[config.mk]
export PLATFORM = sky130hd
export DESIGN_NAME = uart_rx_flat
export DESIGN_NICKNAME = d
export VERILOG_FILES = /design/src/rtl/uart_rx_if.sv /design/src/rtl/uart_rx.sv /design/src/flat_wrapper.sv
export SDC_FILE = /design/constraint.sdc
export NUM_CORES = 1
export LEC_CHECK = 0
export CAP_MARGIN = 30
export CELL_PAD_IN_SITES_DETAIL_PLACEMENT = 0
export CELL_PAD_IN_SITES_GLOBAL_PLACEMENT = 1
export CORE_ASPECT_RATIO = 1.4
export CORE_UTILIZATION = 49
export CTS_CLUSTER_SIZE = 28
export DETAILED_ROUTE_END_ITERATION = 8
export DONT_BUFFER_PORTS = 1
export GPL_ROUTABILITY_DRIVEN = 0
export PLACE_DENSITY_LB_ADDON = 0.1
export SLEW_MARGIN = 5
export SYNTH_ARGS = -nofsm -noshare
export SYNTH_HDL_FRONTEND = slang
export SYNTH_SLANG_ARGS = --single-unit
[constraint.sdc]
create_clock -name clk -period 2.53 [get_ports clk]
set_clock_uncertainty 0.1 [all_clocks]
set_input_delay 0.1265 -clock clk [delete_from_list [all_inputs] [get_ports clk]]
set_output_delay 0.1265 -clock clk [all_outputs]
set_load 0.005 [all_outputs]
[src/rtl/uart_rx_if.sv]
// uart_rx_if: bundle of receiver outputs presented to the consumer.
//   rx_data       last received word, held until the next frame completes
//   rx_valid      one-clk pulse: frame complete, rx_data and flags valid
//   parity_error  odd-parity mismatch on the frame flagged by rx_valid
//   framing_error stop bit sampled low on the frame flagged by rx_valid
//   rx_busy       high from start-bit confirm until rx_valid
// Modports: master = receiver (drives), slave = consumer (observes).
interface uart_rx_if #(
    parameter int DATA_BITS = 8
);
    logic [DATA_BITS-1:0] rx_data;
    logic                 rx_valid;
    logic                 parity_error;
    logic                 framing_error;
    logic                 rx_busy;

    modport master (
        output rx_data,
        output rx_valid,
        output parity_error,
        output framing_error,
        output rx_busy
    );

    modport slave (
        input rx_data,
        input rx_valid,
        input parity_error,
        input framing_error,
        input rx_busy
    );
endinterface

[src/rtl/uart_rx.sv]
// uart_rx: asynchronous serial receiver, 16x oversampled, LSB first.
// Detects and validates the start bit at mid-bit, samples each data bit at
// mid-bit, optionally checks odd parity, checks the stop bit, and presents
// the frame on rx_bus with a one-clk rx_valid pulse and error flags.
// Ports:
//   clk           system clock
//   reset_n       asynchronous active-low reset
//   os_tick       16x-baud oversample strobe, one clk wide
//   rx_pin        serial line, asynchronous to clk, idle high
//   parity_enable frame carries an odd-parity bit; latched at start confirm
//   rx_bus        uart_rx_if.master: rx_data, rx_valid, parity_error,
//                 framing_error, rx_busy
// Build option: define UART_RX_PARITY_EN to build the parity state and check;
// otherwise parity_enable is ignored and parity_error is tied low.
module uart_rx #(
    parameter int DATA_BITS = 8
) (
    input  logic         clk,
    input  logic         reset_n,
    input  logic         os_tick,
    input  logic         rx_pin,
    input  logic         parity_enable,
    uart_rx_if.master    rx_bus
);

    localparam int              IDX_W     = (DATA_BITS > 1) ? $clog2(DATA_BITS) : 1;
    localparam logic [IDX_W-1:0] LAST_IDX = IDX_W'(DATA_BITS - 1);
    localparam logic [3:0]      MID_START = 4'd7;
    localparam logic [3:0]      MID_BIT   = 4'd15;

    typedef enum logic [2:0] {
        IDLE      = 3'd0,
        START     = 3'd1,
        DATA      = 3'd2,
`ifdef UART_RX_PARITY_EN
        PARITY    = 3'd3,
`endif
        STOP      = 3'd4,
        WAIT_IDLE = 3'd5
    } state_t;

    // Two-flop synchronizer; resets to the idle (high) line level.
    logic rx_meta;
    logic rxs;

    always_ff @(posedge clk or negedge reset_n) begin
        if (!reset_n) begin
            rx_meta <= 1'b1;
            rxs     <= 1'b1;
        end else begin
            rx_meta <= rx_pin;
            rxs     <= rx_meta;
        end
    end

    state_t                state, state_n;
    logic [3:0]            os_cnt, os_cnt_n;
    logic [IDX_W-1:0]      bit_idx, bit_idx_n;
    logic [DATA_BITS-1:0]  shift_q, shift_n;
    logic [DATA_BITS-1:0]  data_q, data_n;
    logic                  ferr_q, ferr_n;
    logic                  valid_q, valid_n;
    logic                  busy_q, busy_n;
`ifdef UART_RX_PARITY_EN
    logic                  par_en_q, par_en_n;
    logic                  par_err_q, par_err_n;   // result of the parity sample, pending until stop
    logic                  perr_q, perr_n;
`else
    logic                  unused_parity_enable;
    assign unused_parity_enable = parity_enable;
`endif

    always_ff @(posedge clk or negedge reset_n) begin
        if (!reset_n) begin
            state     <= IDLE;
            os_cnt    <= '0;
            bit_idx   <= '0;
            shift_q   <= '0;
            data_q    <= '0;
            ferr_q    <= 1'b0;
            valid_q   <= 1'b0;
            busy_q    <= 1'b0;
`ifdef UART_RX_PARITY_EN
            par_en_q  <= 1'b0;
            par_err_q <= 1'b0;
            perr_q    <= 1'b0;
`endif
        end else begin
            state     <= state_n;
            os_cnt    <= os_cnt_n;
            bit_idx   <= bit_idx_n;
            shift_q   <= shift_n;
            data_q    <= data_n;
            ferr_q    <= ferr_n;
            valid_q   <= valid_n;
            busy_q    <= busy_n;
`ifdef UART_RX_PARITY_EN
            par_en_q  <= par_en_n;
            par_err_q <= par_err_n;
            perr_q    <= perr_n;
`endif
        end
    end

    always_comb begin
        state_n   = state;
        os_cnt_n  = os_cnt;
        bit_idx_n = bit_idx;
        shift_n   = shift_q;
        data_n    = data_q;
        ferr_n    = ferr_q;
        valid_n   = 1'b0;
        busy_n    = busy_q;
`ifdef UART_RX_PARITY_EN
        par_en_n  = par_en_q;
        par_err_n = par_err_q;
        perr_n    = perr_q;
`endif
        case (state)
            IDLE: begin
                os_cnt_n = '0;
                if (os_tick && !rxs) begin
                    state_n = START;
                end
            end

            START: begin
                if (os_tick) begin
                    if (os_cnt == MID_START) begin
                        if (!rxs) begin
                            state_n   = DATA;
                            os_cnt_n  = '0;
                            bit_idx_n = '0;
                            busy_n    = 1'b1;
`ifdef UART_RX_PARITY_EN
                            par_en_n  = parity_enable;
                            par_err_n = 1'b0;
`endif
                        end else begin
                            // Start bit did not hold to mid-bit: glitch.
                            state_n = IDLE;
                        end
                    end else begin
                        os_cnt_n = os_cnt + 4'd1;
                    end
                end
            end

            DATA: begin
                if (os_tick) begin
                    // 4-bit counter wraps 15 -> 0, so samples fall 16 ticks apart.
                    os_cnt_n = os_cnt + 4'd1;
                    if (os_cnt == MID_BIT) begin
                        shift_n = {rxs, shift_q[DATA_BITS-1:1]};
                        if (bit_idx == LAST_IDX) begin
`ifdef UART_RX_PARITY_EN
                            state_n = par_en_q ? PARITY : STOP;
`else
                            state_n = STOP;
`endif
                        end else begin
                            bit_idx_n = bit_idx + 1'b1;
                        end
                    end
                end
            end

`ifdef UART_RX_PARITY_EN
            PARITY: begin
                if (os_tick) begin
                    os_cnt_n = os_cnt + 4'd1;
                    if (os_cnt == MID_BIT) begin
                        // Odd parity: data ones plus parity bit must be odd.
                        par_err_n = ~(^shift_q ^ rxs);
                        state_n   = STOP;
                    end
                end
            end
`endif

            STOP: begin
                if (os_tick) begin
                    os_cnt_n = os_cnt + 4'd1;
                    if (os_cnt == MID_BIT) begin
                        data_n  = shift_q;
                        ferr_n  = !rxs;
                        valid_n = 1'b1;
                        busy_n  = 1'b0;
`ifdef UART_RX_PARITY_EN
                        perr_n  = par_err_q;
`endif
                        // A low stop bit may be a break; wait for the line to
                        // return high before hunting for another start bit.
                        state_n = rxs ? IDLE : WAIT_IDLE;
                    end
                end
            end

            WAIT_IDLE: begin
                os_cnt_n = '0;
                if (rxs) begin
                    state_n = IDLE;
                end
            end

            default: begin
                state_n  = IDLE;
                os_cnt_n = '0;
                busy_n   = 1'b0;
            end
        endcase
    end

    assign rx_bus.rx_data       = data_q;
    assign rx_bus.rx_valid      = valid_q;
    assign rx_bus.framing_error = ferr_q;
    assign rx_bus.rx_busy       = busy_q;
`ifdef UART_RX_PARITY_EN
    assign rx_bus.parity_error  = perr_q;
`else
    assign rx_bus.parity_error  = 1'b0;
`endif

endmodule

[src/flat_wrapper.sv]
// flat-port wrapper written by rule: the top's interface ports become plain ports
module uart_rx_flat 
#(
    parameter int DATA_BITS = 8
)
  (clk, reset_n, os_tick, rx_pin, parity_enable, rx_bus_rx_data, rx_bus_rx_valid, rx_bus_parity_error, rx_bus_framing_error, rx_bus_rx_busy);
  uart_rx_if #(.DATA_BITS(DATA_BITS)) rx_bus_i ();
  input  logic clk;
  input  logic reset_n;
  input  logic os_tick;
  input  logic rx_pin;
  input  logic parity_enable;
  output wire logic [$bits(rx_bus_i.rx_data)-1:0] rx_bus_rx_data;
  output wire logic [$bits(rx_bus_i.rx_valid)-1:0] rx_bus_rx_valid;
  output wire logic [$bits(rx_bus_i.parity_error)-1:0] rx_bus_parity_error;
  output wire logic [$bits(rx_bus_i.framing_error)-1:0] rx_bus_framing_error;
  output wire logic [$bits(rx_bus_i.rx_busy)-1:0] rx_bus_rx_busy;
  assign rx_bus_rx_data = rx_bus_i.rx_data;
  assign rx_bus_rx_valid = rx_bus_i.rx_valid;
  assign rx_bus_parity_error = rx_bus_i.parity_error;
  assign rx_bus_framing_error = rx_bus_i.framing_error;
  assign rx_bus_rx_busy = rx_bus_i.rx_busy;
  uart_rx #(.DATA_BITS(DATA_BITS)) u_core (.clk(clk), .reset_n(reset_n), .os_tick(os_tick), .rx_pin(rx_pin), .parity_enable(parity_enable), .rx_bus(rx_bus_i));
endmodule
==> impl_metrics.py, run 1 <==
metrics = {
    "synth": {
        "synth-xor-area-share": 0.01241,
        "synth_fp_nets": 119,
        "syn_area_sq_mm": 0.001411,
        "synthSimpleGateAreaFrac": 0.1454,
        "syn_inst": 111,
        "yosysSeqAreaShare": 0.5514,
        "synth_warnings": 0,
        "ys_ff_latch": 31,
        "muxShareOfSynthArea": 0.1463,
        "synth_cell_types": 36,
        "synth_top_family_by_area": "multiplexers",
        "synth_compound_gate_area_share": 0.08599,
        "synth_adder_area_share": 0.02660,
        "avgSynthCellArea_sq_um": 12.71,
    },
    "placed_design": {
        "io_buffers": 0,
        "dp_hpwl_microns": 1514,
        "dp_cells": 143,
        "pre_cts_ws_ns": 0.6235,
    },
    "cts": {
        "htree_num_levels": 2,
        "clock_path_buffers": 2,
        "cts_post_setup_buffers_inserted": 0,
        "clk_pin_slew_worst_paths_ns": 0.09,
        "clock_latency_ns": 0.32,
        "cts_tree": "yes",
        "clockRootBuffer": "clkbuf_4",
        "cts_resized": 0,
        "cts_sinks": 31,
        "numCtsBuffers": 5,
        "cts_hold_buf": 4,
    },
    "floorplan": {
        "initial_core_util": 0.5286,
        "rows": 22,
        "dieArea_sq_mm": 0.003102,
        "coreArea_sq_mm": 0.002670,
        "die_w_microns": 47.36,
        "dieHeight_microns": 65.50,
        "io_pins": 17,
    },
    "route": {
        "drc_errors": 0,
        "ant_nets": 0,
        "vias": 869,
        "dr.pass1.iters": 4,
        "vias_per_cell": 5.643,
        "routed_wl_microns": 2280,
        "first_iter_violations": 14,
        "wire_per_inst_microns": 14.81,
    },
    "timing": {
        "period_needed_ns": 1.930,
        "hold_viol": 0,
        "fin_tns_setup_ns": 0,
        "max_freq_ghz": 0.5182,
        "finalSetupViolCount": 0,
        "rsz0062_at_grt": "no",
        "slew_violations": 0,
        "fin_ws_ns": 0.6003,
        "min_period_over_period": 0.7627,
    },
    "job": {
        "drv_cap": 0,
    },
    "pwr": {
        "powerDensity_mw_per_mm2": 719.7,
        "report.power.total_mw": 1.106,
        "ir_worst_vdd_mv": 0.5026,
        "leakagePower_nw": 0.7937,
    },
    "final_layout": {
        "drive_above_1_share": 0.2542,
        "mostFrequentLayoutCells": "dfrtp_1, mux2_2, mux2_4",
        "n_antenna_cell": 0,
        "fill_cells": 242,
        "stdcell_count": 154,
        "area_delta_synth_final_pct": 8.865,
        "final_common_cell": "dfrtp_1",
        "nets": 126,
    },
    "worst_setup_path": {
        "path_max_fanout": 11,
        "worstSetupPathType": "reg -> reg",
        "startpoint_type": "register",
        "cp.required_ns": 2.63,
        "cp-end-kind": "register",
        "worstPathArrival_ns": 2.03,
    },
    "grt": {
        "grt_pass1_vias": 909,
        "grt_pass1_wl_microns": 3946,
        "grt_max_degree": 32,
        "antenna_found_initial": 0,
        "grt_use_total": 0.1817,
        "overflow": 0,
    },
    "outcome": {
        "status": "complete, no violations",
    },
    "worst_hold_path": {
        "hp-class": "in -> reg",
    },
}
==> metal layers <==
metal  routed length [microns]  part of all wire  vias up  track usage
li1                          -                 -      415            -
met5                         0                 0        -            0
met2                      1220              0.54       18       0.3116
met3                        72             0.032        5      0.06044
met1                       953              0.42      431       0.1893
met4                        34             0.015        0      0.08214
==> path summary, 6_finish.rpt <==
check,from,end,slack (ns),depth (start not counted)
setup / recovery,u_core.os_cnt[0],u_core.rx_bus.rx_data[0],0.60,4
hold / removal,os_tick,u_core.os_cnt[3],0.03,3
setup reg to reg,u_core.os_cnt[0],u_core.rx_bus.rx_data[0],0.60,4
hold reg to reg,u_core.rx_meta,u_core.rxs,0.26,0
max in group asynchronous,reset_n,u_core.rx_meta,1.95,2
min in group asynchronous,reset_n,u_core.state[2],0.14,2
==> synth_stat cells <==
cell type  number  area share
a211oi_1        1      0.0053
a21o_1          1      0.0053
a21oi_1         4       0.014
a221oi_1        1      0.0062
a22o_1          1      0.0062
a32o_1          1      0.0071
a41o_1          2       0.014
and2_1          1      0.0044
and3_1          4       0.018
and3b_1         1      0.0062
buf_2           2      0.0071
buf_4           1      0.0053
buf_6           1      0.0080
clkbuf_2        1      0.0035
conb_1          1      0.0027
dfrtp_1        29        0.51
dfstp_2         2       0.037
ha_1            3       0.027
inv_1           2      0.0053
mux2_2          9       0.072
mux2_4          7       0.074
nand2_1         4       0.011
nand2b_1        2      0.0089
nand3_1         5       0.018
nand3b_1        1      0.0053
nand4_1         3       0.013
nand4_4         1       0.015
nor2_1          4       0.011
nor2_2          1      0.0044
nor2b_1         4       0.018
nor3b_1         1      0.0053
o21ai_0         6       0.021
o41ai_1         1      0.0062
or3_4           1      0.0080
xnor2_1         1      0.0062
xor2_1          1      0.0062
==> critical path: stages, from the launching register on <==
cell and delay, ns:
dfrtp_1 0.40, ha_1 0.31, nand4_4 0.16, or3_4 0.51, mux2_4 0.33
==> through the flow <==
step | cell area, sq um | hold slack [ns] | util
floorplan | 1411 | -0.2691 | -
global placement | 1430 | -0.2685 | 0.5356
detailed placement | 1430 | -0.2684 | 0.5356
CTS | 1536 | 0.01490 | 0.5754
global route | 1536 | 0.02709 | 0.5754
finish | 1536 | 0.02771 | 0.5754
==> state kept, by name, summed over array words and instances, names as in the netlist <==
register                     flops
u_core.bit_idx                   3
u_core.os_cnt                    4
u_core.rx_bus.framing_error      1
u_core.rx_bus.rx_busy            1
u_core.rx_bus.rx_data            8
u_core.rx_bus.rx_valid           1
u_core.rx_meta                   1
u_core.rxs                       1
u_core.shift_q                   8
u_core.state                     3
==> cells by family (layout without fill, tap and decap cells) <==
kind of cell,after synthesis,count (layout)
flops,31,31
buf+inv,7,14
simple gates,33,33
mux,16,16
compound gates,18,18
other cells,1,1
xor+xnor,2,2
fa+ha+maj,3,3
==> area by class of cell <==
class                   count  area (sq um)  share of cell area
inverters                   2         7.507            0.004886
clock buffers               6         51.30             0.03339
clock inverters             1         5.005            0.003257
flip-flops and latches     31         778.2              0.5065
multi-input cells          73         591.8              0.3852
well taps                  36         45.04             0.02932
repair buffers              5         57.56             0.03746
==> power breakdown <==
group          switching, mW  total [mW]  leakage [nW]  internal [mW]
sequential            0.0697       0.611         0.413          0.541
clock                  0.155       0.284        0.0341          0.129
combinational          0.108       0.211         0.346          0.103
Power figures use the tool's default switching activity.
==> run 2: changes to the inputs <==
Settings changed: ABC_AREA from default to 1, CORE_UTILIZATION 49 to 42.
Clock period 2.53 ns to 1.7 ns, I/O delays scaled along.
==> run 2 against run 1 <==
Worst hold slack better by 0.039 ns. Register-to-register slack worse by 0.47 ns. Sequential share of layout area is 10 points lower. Highest routed layer unchanged.
==> impl_metrics.py, run 2 <==
metrics = {
    "timing": {
        "hold_viol": 0,
        "period_needed_ns": 1.567,
        "min_period_over_period": 0.9215,
        "finalSetupViolCount": 0,
        "slew_violations": 0,
        "fin_ws_ns": 0.1334,
        "fin_tns_setup_ns": 0,
        "max_freq_ghz": 0.6383,
        "whs_ns": 0.06633,
    },
    "synth": {
        "avgSynthCellArea_sq_um": 8.605,
        "syn_inst": 196,
        "synth_warnings": 0,
        "yosys.area.top_type_share": 0.4303,
        "synth-main-ff-cell": "dfrtp_1",
        "synth_cell_types": 25,
        "yosys-top-cells-count": "nand2_1, dfrtp_1, inv_1",
        "ys_async_sr_fraction": 1.000,
        "syn_area_sq_mm": 0.001687,
        "ys_ff_latch": 31,
        "synth_fp_nets": 204,
        "yosys.area.top_type": "dfrtp_1",
        "synth_area_leaders": "dfrtp_1, nand2_1, o21ai_2",
        "synth_edf_count": 0,
        "yosysSeqAreaShare": 0.4614,
        "yosys.cell_count.top_type": "nand2_1",
    },
    "worst_hold_path": {
        "hp-class": "in -> reg",
        "hold_depth": 4,
    },
    "route": {
        "wire_per_inst_microns": 12.89,
        "vias_per_cell": 5.079,
        "routed_wl_microns": 3249,
        "dr.pass1.iters": 4,
        "drc_errors": 0,
        "first_iter_violations": 28,
        "ant_nets": 0,
        "vias": 1280,
    },
    "placed_design": {
        "dp_hpwl_microns": 2337,
        "place_area_sq_mm": 0.001705,
        "io_buffers": 0,
        "pre_cts_ws_ns": 0.08297,
        "dp_cells": 235,
    },
    "cts": {
        "htree_num_levels": 2,
        "cts_sinks": 31,
        "numCtsBuffers": 5,
        "clockRootBuffer": "clkbuf_8",
        "clk_pin_slew_worst_paths_ns": 0.06,
        "clock_path_buffers": 2,
        "cts_tree": "yes",
        "clock_latency_ns": 0.28,
    },
    "final_layout": {
        "mostFrequentLayoutCells": "nand2_1, dfrtp_1, inv_1",
        "final_util": 0.5151,
        "fin_area_sq_mm": 0.001927,
        "stdcell_count": 252,
        "area_delta_synth_final_pct": 14.24,
        "final_common_cell": "nand2_1",
        "drive_above_1_share": 0.2952,
        "n_antenna_cell": 0,
        "nets": 218,
    },
    "floorplan": {
        "rows": 26,
        "initial_core_util": 0.4508,
        "coreArea_sq_mm": 0.003741,
        "io_pins": 17,
        "die_w_microns": 55.56,
        "dieHeight_microns": 76.98,
        "dieArea_sq_mm": 0.004277,
    },
    "outcome": {
        "status": "complete, no violations",
    },
    "pwr": {
        "ir_worst_vdd_mv": 0.6919,
        "report.power.total_mw": 2.553,
        "powerDensity_mw_per_mm2": 1325,
        "leakagePower_nw": 0.9597,
    },
    "worst_setup_path": {
        "path_max_fanout": 8,
        "reg2regPathDepth": 7,
        "worstSetupPathType": "reg -> reg",
        "worstPathArrival_ns": 1.64,
        "cp-end-kind": "register",
        "startpoint_type": "register",
        "cp.required_ns": 1.77,
    },
    "grt": {
        "grt_max_degree": 32,
        "grt_pass1_wl_microns": 5444,
        "grt_use_total": 0.1648,
        "grt_pass1_vias": 1241,
        "antenna_found_initial": 0,
        "overflow": 0,
    },
    "job": {
        "drv_cap": 0,
    },
}
## run 2: cell count changes after synthesis, sizes merged, moves of 6 or more
cell   change
mux2      -16
inv       +22
o21ai     +16
nand3     +12
nor2       +6
nand2     +67
## run 2: what timing repair did
action                                  CTS  global route
setup buffers                             0             6
endpoints found under the setup margin    0            19
resized for setup                         0             8
hold endpoints to repair                 32             0
hold buffers                              3             0
## run 2: final cells by class
class / instances / area [sq um]
fillers: 377 / 1814
clock inverters: 1 / 5.005
inverters: 25 / 97.59
well taps: 42 / 52.55
multi-input cells: 136 / 809.5
repair buffers: 11 / 100.1
clock buffers: 6 / 82.58
flip-flops and latches: 31 / 779.5
## run 2: final timing paths
| check | start | endpoint | slack (ns) |
|---|---|---|---|
| worst max-delay path | u_core.state[0] | u_core.bit_idx[0] | 0.13 |
| worst min-delay path | os_tick | u_core.bit_idx[2] | 0.07 |
| worst max register to register | u_core.state[0] | u_core.bit_idx[0] | 0.13 |
| worst min register to register | u_core.rx_meta | u_core.rxs | 0.26 |
| max in group asynchronous | reset_n | u_core.rxs | 1.12 |
| min in group asynchronous | reset_n | u_core.rx_bus.rx_data[1] | 0.14 |
## run 2: worst max-delay path: stages (launching register included)
cell and delay [ns]:
dfrtp_1 0.61, nor2_4 0.09, nand2_4 0.13, inv_2 0.07, o21ai_1 0.19, nand3_2 0.14
nand2_1 0.08, nand2_1 0.05
## run 2: cells by family after synthesis
logic type / share of synthesized area
adders and majority gates: 0.02226
buffers and inverters: 0.08679
DFF: 0.4614
and+or+nand+nor: 0.3093
other: 0.002223
AOI/OAI and AO/OA: 0.1180
## run 2: where the power goes
part           switching, mW  total (mW)  leakage (nW)  internal, mW
Combinational          0.609        1.01         0.494         0.405
Clock                  0.262       0.579        0.0470         0.317
Sequential             0.142       0.960         0.419         0.818
## run 2: routing by layer
metal / part of all wire / track usage / up-vias
met4: 0.023 / 0.07500 / 0
li1: - / - / 650
met5: 0 / 0 / -
met2: 0.54 / 0.2928 / 22
met1: 0.40 / 0.1800 / 599
met3: 0.035 / 0.04384 / 9
